==> config.mk <==
export PLATFORM = sky130hd
export DESIGN_NAME = uart_plus_bit_changer
export DESIGN_NICKNAME = d
export VERILOG_FILES = /design/src/rtl/uart_plus_bit_changer_pkg.sv /design/src/rtl/uart_rx.sv /design/src/rtl/uart_plus_bit_changer.sv
export SDC_FILE = /design/constraint.sdc
export NUM_CORES = 1
export LEC_CHECK = 0
export CAP_MARGIN = 25
export CORE_MARGIN = 2
export CORE_UTILIZATION = 45
export CTS_CLUSTER_SIZE = 40
export DETAILED_ROUTE_END_ITERATION = 6
export PLACE_DENSITY = 0.77
export SYNTH_ARGS = -nofsm -noshare
export SYNTH_HDL_FRONTEND = slang
export SYNTH_SLANG_ARGS = --single-unit
export TNS_END_PERCENT = 30
==> constraint.sdc <==
create_clock -name in_clk -period 4.7 [get_ports in_clk]
set_input_delay 1.175 -clock in_clk [delete_from_list [all_inputs] [get_ports in_clk]]
set_output_delay 1.175 -clock in_clk [all_outputs]
set_load 0.01 [all_outputs]
==> src/rtl/uart_plus_bit_changer_pkg.sv <==
// rtl/uart_plus_bit_changer_pkg.sv - shared FSM state encodings
// State encodings for the UART receiver and the bit-changer frame FSM.
package uart_plus_bit_changer_pkg;

    typedef enum logic [2:0] {
        RX_IDLE    = 3'd0,
        RX_START   = 3'd1,
        RX_DATA    = 3'd2,
        RX_STOP    = 3'd3,
        RX_CLEANUP = 3'd4
    } rx_state_e;

    typedef enum logic [1:0] {
        CH_COLLECT = 2'd0,
        CH_EMBED   = 2'd1,
        CH_DONE    = 2'd2
    } ch_state_e;

endpackage

==> src/rtl/uart_rx.sv <==
// rtl/uart_rx.sv - 8N1 UART receiver with input synchronizer
// Samples each bit at its centre; a byte is only published when its stop bit reads high.
module uart_rx #(
    parameter int CLKS_PER_BIT = 87
) (
    input  logic       in_clk,
    input  logic       in_rst,
    input  logic       in_rx_serial,
    output logic [7:0] out_rx_byte,
    output logic       out_rx_dv
);
    import uart_plus_bit_changer_pkg::*;

    localparam int CW = $clog2(CLKS_PER_BIT + 1);
    localparam logic [CW-1:0] HALF_CNT = CW'((CLKS_PER_BIT - 1) / 2);
    localparam logic [CW-1:0] LAST_CNT = CW'(CLKS_PER_BIT - 1);

    logic            meta_q;
    logic            sync_q;
    rx_state_e       state_q;
    logic [CW-1:0]   clk_cnt_q;
    logic [2:0]      bit_idx_q;
    logic [7:0]      shift_q;
    logic [7:0]      byte_q;
    logic            dv_q;

    always_ff @(posedge in_clk) begin
        if (in_rst) begin
            meta_q    <= 1'b1;
            sync_q    <= 1'b1;
            state_q   <= RX_IDLE;
            clk_cnt_q <= '0;
            bit_idx_q <= '0;
            shift_q   <= '0;
            byte_q    <= '0;
            dv_q      <= 1'b0;
        end else begin
            meta_q <= in_rx_serial;
            sync_q <= meta_q;
            dv_q   <= 1'b0;
            case (state_q)
                RX_IDLE: begin
                    clk_cnt_q <= '0;
                    bit_idx_q <= '0;
                    if (!sync_q) state_q <= RX_START;
                end
                RX_START: begin
                    // Mid-start re-check rejects short low glitches.
                    if (clk_cnt_q == HALF_CNT) begin
                        clk_cnt_q <= '0;
                        state_q   <= sync_q ? RX_IDLE : RX_DATA;
                    end else begin
                        clk_cnt_q <= clk_cnt_q + 1'b1;
                    end
                end
                RX_DATA: begin
                    if (clk_cnt_q != LAST_CNT) begin
                        clk_cnt_q <= clk_cnt_q + 1'b1;
                    end else begin
                        clk_cnt_q          <= '0;
                        shift_q[bit_idx_q] <= sync_q;
                        if (bit_idx_q == 3'd7) begin
                            bit_idx_q <= '0;
                            state_q   <= RX_STOP;
                        end else begin
                            bit_idx_q <= bit_idx_q + 1'b1;
                        end
                    end
                end
                RX_STOP: begin
                    if (clk_cnt_q != LAST_CNT) begin
                        clk_cnt_q <= clk_cnt_q + 1'b1;
                    end else begin
                        clk_cnt_q <= '0;
                        if (sync_q) begin
                            byte_q <= shift_q;
                            dv_q   <= 1'b1;
                        end
                        state_q <= RX_CLEANUP;
                    end
                end
                RX_CLEANUP: state_q <= RX_IDLE;
                default:    state_q <= RX_IDLE;
            endcase
        end
    end

    assign out_rx_byte = byte_q;
    assign out_rx_dv   = dv_q;

endmodule

==> src/rtl/uart_plus_bit_changer.sv <==
// rtl/uart_plus_bit_changer.sv - UART receiver feeding a frame bit changer
// Collects FRAME_SIZE received bytes, writes message bit j into the LSB of sample j, publishes the frame.
module uart_plus_bit_changer #(
    parameter int CLKS_PER_BIT = 87,
    parameter int BPS          = 8,
    parameter int FRAME_SIZE   = 1
) (
    input  logic                      in_clk,
    input  logic                      in_rst,
    input  logic                      in_rx_serial,
    input  logic [FRAME_SIZE-1:0]     in_message,
    output logic [7:0]                out_rx_byte,
    output logic                      out_rx_dv,
    output logic [FRAME_SIZE*BPS-1:0] out_frame,
    output logic                      out_ready
);
    import uart_plus_bit_changer_pkg::*;

    localparam int KW = (FRAME_SIZE > 1) ? $clog2(FRAME_SIZE) : 1;
    localparam logic [KW-1:0] LAST_K = KW'(FRAME_SIZE - 1);

    logic [7:0] rx_byte;
    logic       rx_dv;

    uart_rx #(
        .CLKS_PER_BIT (CLKS_PER_BIT)
    ) u_uart_rx (
        .in_clk       (in_clk),
        .in_rst       (in_rst),
        .in_rx_serial (in_rx_serial),
        .out_rx_byte  (rx_byte),
        .out_rx_dv    (rx_dv)
    );

    ch_state_e                 ch_state_q;
    logic [KW-1:0]             k_q;
    logic [FRAME_SIZE*BPS-1:0] work_q;
    logic [FRAME_SIZE*BPS-1:0] frame_q;
    logic [FRAME_SIZE-1:0]     msg_q;
    logic                      ready_q;

    always_ff @(posedge in_clk) begin
        if (in_rst) begin
            ch_state_q <= CH_COLLECT;
            k_q        <= '0;
            work_q     <= '0;
            frame_q    <= '0;
            msg_q      <= '0;
            ready_q    <= 1'b0;
        end else begin
            ready_q <= 1'b0;
            case (ch_state_q)
                CH_COLLECT: begin
                    if (rx_dv) begin
                        for (int s = 0; s < FRAME_SIZE; s++) begin
                            if (k_q == KW'(s)) work_q[s*BPS +: BPS] <= rx_byte;
                        end
                        if (k_q == LAST_K) begin
                            k_q        <= '0;
                            msg_q      <= in_message;
                            ch_state_q <= CH_EMBED;
                        end else begin
                            k_q <= k_q + 1'b1;
                        end
                    end
                end
                CH_EMBED: begin
                    // k_q is reused as the sample index while embedding.
                    for (int s = 0; s < FRAME_SIZE; s++) begin
                        if (k_q == KW'(s)) work_q[s*BPS] <= msg_q[s];
                    end
                    if (k_q == LAST_K) begin
                        k_q        <= '0;
                        ch_state_q <= CH_DONE;
                    end else begin
                        k_q <= k_q + 1'b1;
                    end
                end
                CH_DONE: begin
                    frame_q    <= work_q;
                    ready_q    <= 1'b1;
                    k_q        <= '0;
                    ch_state_q <= CH_COLLECT;
                end
                default: ch_state_q <= CH_COLLECT;
            endcase
        end
    end

    assign out_rx_byte = rx_byte;
    assign out_rx_dv   = rx_dv;
    assign out_frame   = frame_q;
    assign out_ready   = ready_q;

endmodule

==> flow_metrics.env <==
export IMPL_power_density_cell_area_mw_per_mm2=293
export IMPL_cts_tree="built"
export IMPL_timing_critical_path_from_type="primary input"
export IMPL_postSynthCellCount=244
export IMPL_ir_worst_vdd_mv=0.145
export IMPL_final_global_route_overflow_total=0
export IMPL_combinational_family_with_the_most_area_after_synthesis="simple AND/OR/NAND/NOR gates"
export IMPL_run_status="finished, final reports clean"
export IMPL_timing_critical_path_from="in_rst"
export IMPL_worst_hold_slack_ns=0.417
export IMPL_final_hold_violation_count=0
export IMPL_io_buffers=21
export IMPL_netlist_area_mm2=0.00215
export IMPL_design_die_area_mm2=0.00536
export IMPL_sequential_fraction_of_design_power=0.610
export IMPL_final_max_slew_viol_count=0
export IMPL_hpwlAfterDp_um=2850
export IMPL_crit_fanout=23
export IMPL_synth_lib_cells_used_distinct=38
export IMPL_worst_slew_margin_rel=0.500
export IMPL_post_detailed_routing_wire_length_um=3950
export IMPL_vias_post_dr=1693
export IMPL_netlist_top_cell_by_area="sky130_fd_sc_hd__dfxtp_1"
export IMPL_hold_class="flop to flop"
export IMPL_wire_per_inst_um=12.6
export IMPL_worst_hold_startpoint="u_uart_rx.meta_q"
export IMPL_cts_resized=0
export IMPL_setup_violations=0
export IMPL_grt_antenna_before_repair=0
export IMPL_number_of_flops_mapped_to_enable_cells_by_yosys=0
export IMPL_worst_setup_hold_path_clk_slew_ns=0.10
export IMPL_routability_congestion=0.785
export IMPL_yosys_area_share_simple=0.258
export IMPL_yosys_most_used_dff="sky130_fd_sc_hd__dfxtp_1"
export IMPL_synthTopCellsByArea="sky130_fd_sc_hd__dfxtp_1, sky130_fd_sc_hd__nand2_1, sky130_fd_sc_hd__nor2_1"
export IMPL_syn2layout_area_growth_pct=15.0
export IMPL_share_comb_of_total_power=0.021
export IMPL_share_of_yosys_cell_area_claimed_by_the_top_area_cell_type=0.483
export IMPL_placementRows=25
export IMPL_seq_area_mm2=0.00104
export IMPL_drt_first_pass_iters=4
export IMPL_placeableCoreArea_mm2=0.00466
export IMPL_num_antenna_cells=0
export IMPL_max_cap_violations=0
export IMPL_stdcell_count=314
export IMPL_layout_cells_most_common_list="sky130_fd_sc_hd__dfxtp_1, sky130_fd_sc_hd__nand2_1, sky130_fd_sc_hd__nor2_1, sky130_fd_sc_hd__a21oi_1, sky130_fd_sc_hd__clkdlybuf4s50_1"
export IMPL_ioPinCount=22
export IMPL_route_detailed_drc=0
export IMPL_rsz0062_at_grt="no"
export IMPL_vias_in_the_first_global_route=1511
export IMPL_post_synthesis_xor_xnor_area_fraction=0.0203
export IMPL_transition_time_at_the_pin_with_the_least_slew_margin_ns=0.748
export IMPL_floorplan_die_height_um=73.2
export IMPL_clock_share_of_power=0.369
export IMPL_period_share=0.628
export IMPL_grt_pass1_wl_um=6960
export IMPL_cts_buffer_depth=2
export IMPL_post_cts_setup_buffers=0
export IMPL_syn_area_per_cell_um2=8.83
export IMPL_power_leakage_nw=0.870
export IMPL_cts_htree_levels=2
export IMPL_synthArstFlopShare=0
export IMPL_achievable_frequency_mhz=339
export IMPL_crit_required_ns=4.91
export IMPL_synth_fp_nets=252
export IMPL_yosys_warnings=0
export IMPL_place_detailed_instances=306
export IMPL_synthAdderAreaFrac=0.0232
export IMPL_insertion_delay_ns=0.31
export IMPL_synth_area_mux_share=0.0372
export IMPL_report_power_total_mw=0.726
export IMPL_cell_internal_pwr_mw=0.556
export IMPL_net_switching_power_mw=0.170
export IMPL_synth_ff_latch_count=52
export IMPL_cts_num_sinks=52
export IMPL_share_of_total_power_consumed_by_net_switching=0.234
export IMPL_drt_vias_per_instance=5.39
export IMPL_detailedRoute_firstIterationViolations=97
export IMPL_initial_utilization=0.462
export IMPL_reg2reg_from="u_uart_rx.clk_cnt_q[0]"
export IMPL_drtAntennaViolNets=0
export IMPL_final_net_count=267
export IMPL_drive_above_1_share=0.0962
export IMPL_cp_end_kind="flop"
export IMPL_min_period_ns=2.95
export IMPL_clockRootBuffer="sky130_fd_sc_hd__clkbuf_8"
export IMPL_global_route_usage_total=0.166
export IMPL_cts_hold_buf=0
export IMPL_class_of_the_most_critical_setup_path="primary input to flop"
export IMPL_die_w_um=73.2
export IMPL_fin_skew_ns=0.00745
export IMPL_cts_inserted_buffers=5
export IMPL_synth_compound_area_share=0.141
export IMPL_layout_filler_cells=446
export IMPL_setup_tns_ns=0
export IMPL_worst_endpoint_arrival_ns=3.16
export IMPL_multiInputGateArea_mm2=0.00103
export IMPL_grt_start_max_net_pins=24
export IMPL_synth_yosys_seq_area_share=0.483
export IMPL_final_common_cell="sky130_fd_sc_hd__dfxtp_1"
==> power by group through the flow <==
stage	sequential (mW)	combinational [mW]	clock, mW
floorplan	0.452	0.0110	0
global placement	0.453	0.0150	0
detailed placement	0.453	0.0153	0
CTS	0.443	0.0154	0.276
global route	0.443	0.0170	0.292
finish	0.443	0.0152	0.268
==> synth_stat cells (3+ instances only) <==
library cell and number:
sky130_fd_sc_hd__nor2_1 32, sky130_fd_sc_hd__clkbuf_1 11, sky130_fd_sc_hd__a31o_2 7, sky130_fd_sc_hd__inv_1 6, sky130_fd_sc_hd__nor2b_1 5, sky130_fd_sc_hd__or2_2 4, sky130_fd_sc_hd__ha_1 4, sky130_fd_sc_hd__mux2i_1 8
sky130_fd_sc_hd__nand2_1 38, sky130_fd_sc_hd__xor2_1 4, sky130_fd_sc_hd__a21oi_1 21, sky130_fd_sc_hd__dfxtp_1 52, sky130_fd_sc_hd__o32ai_1 3, sky130_fd_sc_hd__nand4_1 9, sky130_fd_sc_hd__nand2b_1 4, sky130_fd_sc_hd__o31ai_1 3
sky130_fd_sc_hd__a31oi_1 4, sky130_fd_sc_hd__nand3_1 5
==> metrics by stage <==
step | worst slack, ns | area (um2) | utilization
detailed placement | 1.42 | 2380 | 0.511
floorplan | 2.44 | 2150 | -
global placement | 1.45 | 2380 | 0.511
CTS | 1.75 | 2480 | 0.532
finish | 1.75 | 2480 | 0.532
global route | 1.55 | 2480 | 0.532
==> sequential cells by signal, summed over array words and instances, names as in the netlist <==
| register | flops |
|---|---|
| work_q | 8 |
| u_uart_rx.clk_cnt_q | 7 |
| u_uart_rx.out_rx_dv | 1 |
| u_uart_rx.sync_q | 1 |
| u_uart_rx.shift_q | 8 |
| out_ready | 1 |
| out_frame | 8 |
| u_uart_rx.out_rx_byte | 8 |
| u_uart_rx.meta_q | 1 |
| ch_state_q | 2 |
| msg_q | 1 |
| u_uart_rx.state_q | 3 |
| u_uart_rx.bit_idx_q | 3 |
==> metal layers <==
layer  vias to the layer above  global-route usage  wire, um
met3                         7              0.0387       172
met5                         -                   0         0
met1                       764               0.224      1880
li1                        885                   -         -
met2                        37               0.252      1830
met4                         0              0.0700        68
==> final timing paths <==
| kind | end | slack (ns) | depth (start not counted) |
|---|---|---|---|
| worst max-delay path | u_uart_rx.shift_q[0] | 1.75 | 5 |
| worst min-delay path | u_uart_rx.sync_q | 0.42 | 1 |
| worst max register to register | u_uart_rx.state_q[0] | 2.57 | 6 |
| worst min register to register | u_uart_rx.sync_q | 0.42 | 1 |
==> cell families (layout without fill, tap and decap cells) <==
logic type                 after synthesis  after routing
AOI/OAI and AO/OA                       45             45
buffers and inverters                   20             36
xor gates and xnor gates                 5              5
muxes                                    8              8
adders and majority gates                4              4
DFF                                     52             52
and+or+nand+nor                        110            110
==> critical path: stages <==
cell	delay, ns
sky130_fd_sc_hd__clkdlybuf4s50_1	0.95
sky130_fd_sc_hd__inv_1	0.39
sky130_fd_sc_hd__nand2_1	0.34
sky130_fd_sc_hd__nor2_1	0.09
sky130_fd_sc_hd__a31o_2	0.21
==> cell type report <==
type / count / area share
Sequential cell: 52 / 0.420
Multi-Input combinational cell: 172 / 0.417
Timing Repair Buffer: 22 / 0.0879
Clock buffer: 5 / 0.0278
Tap cell: 54 / 0.0273
Clock inverter: 3 / 0.0111
Inverter: 6 / 0.00909
Power figures use the tool's default switching activity.
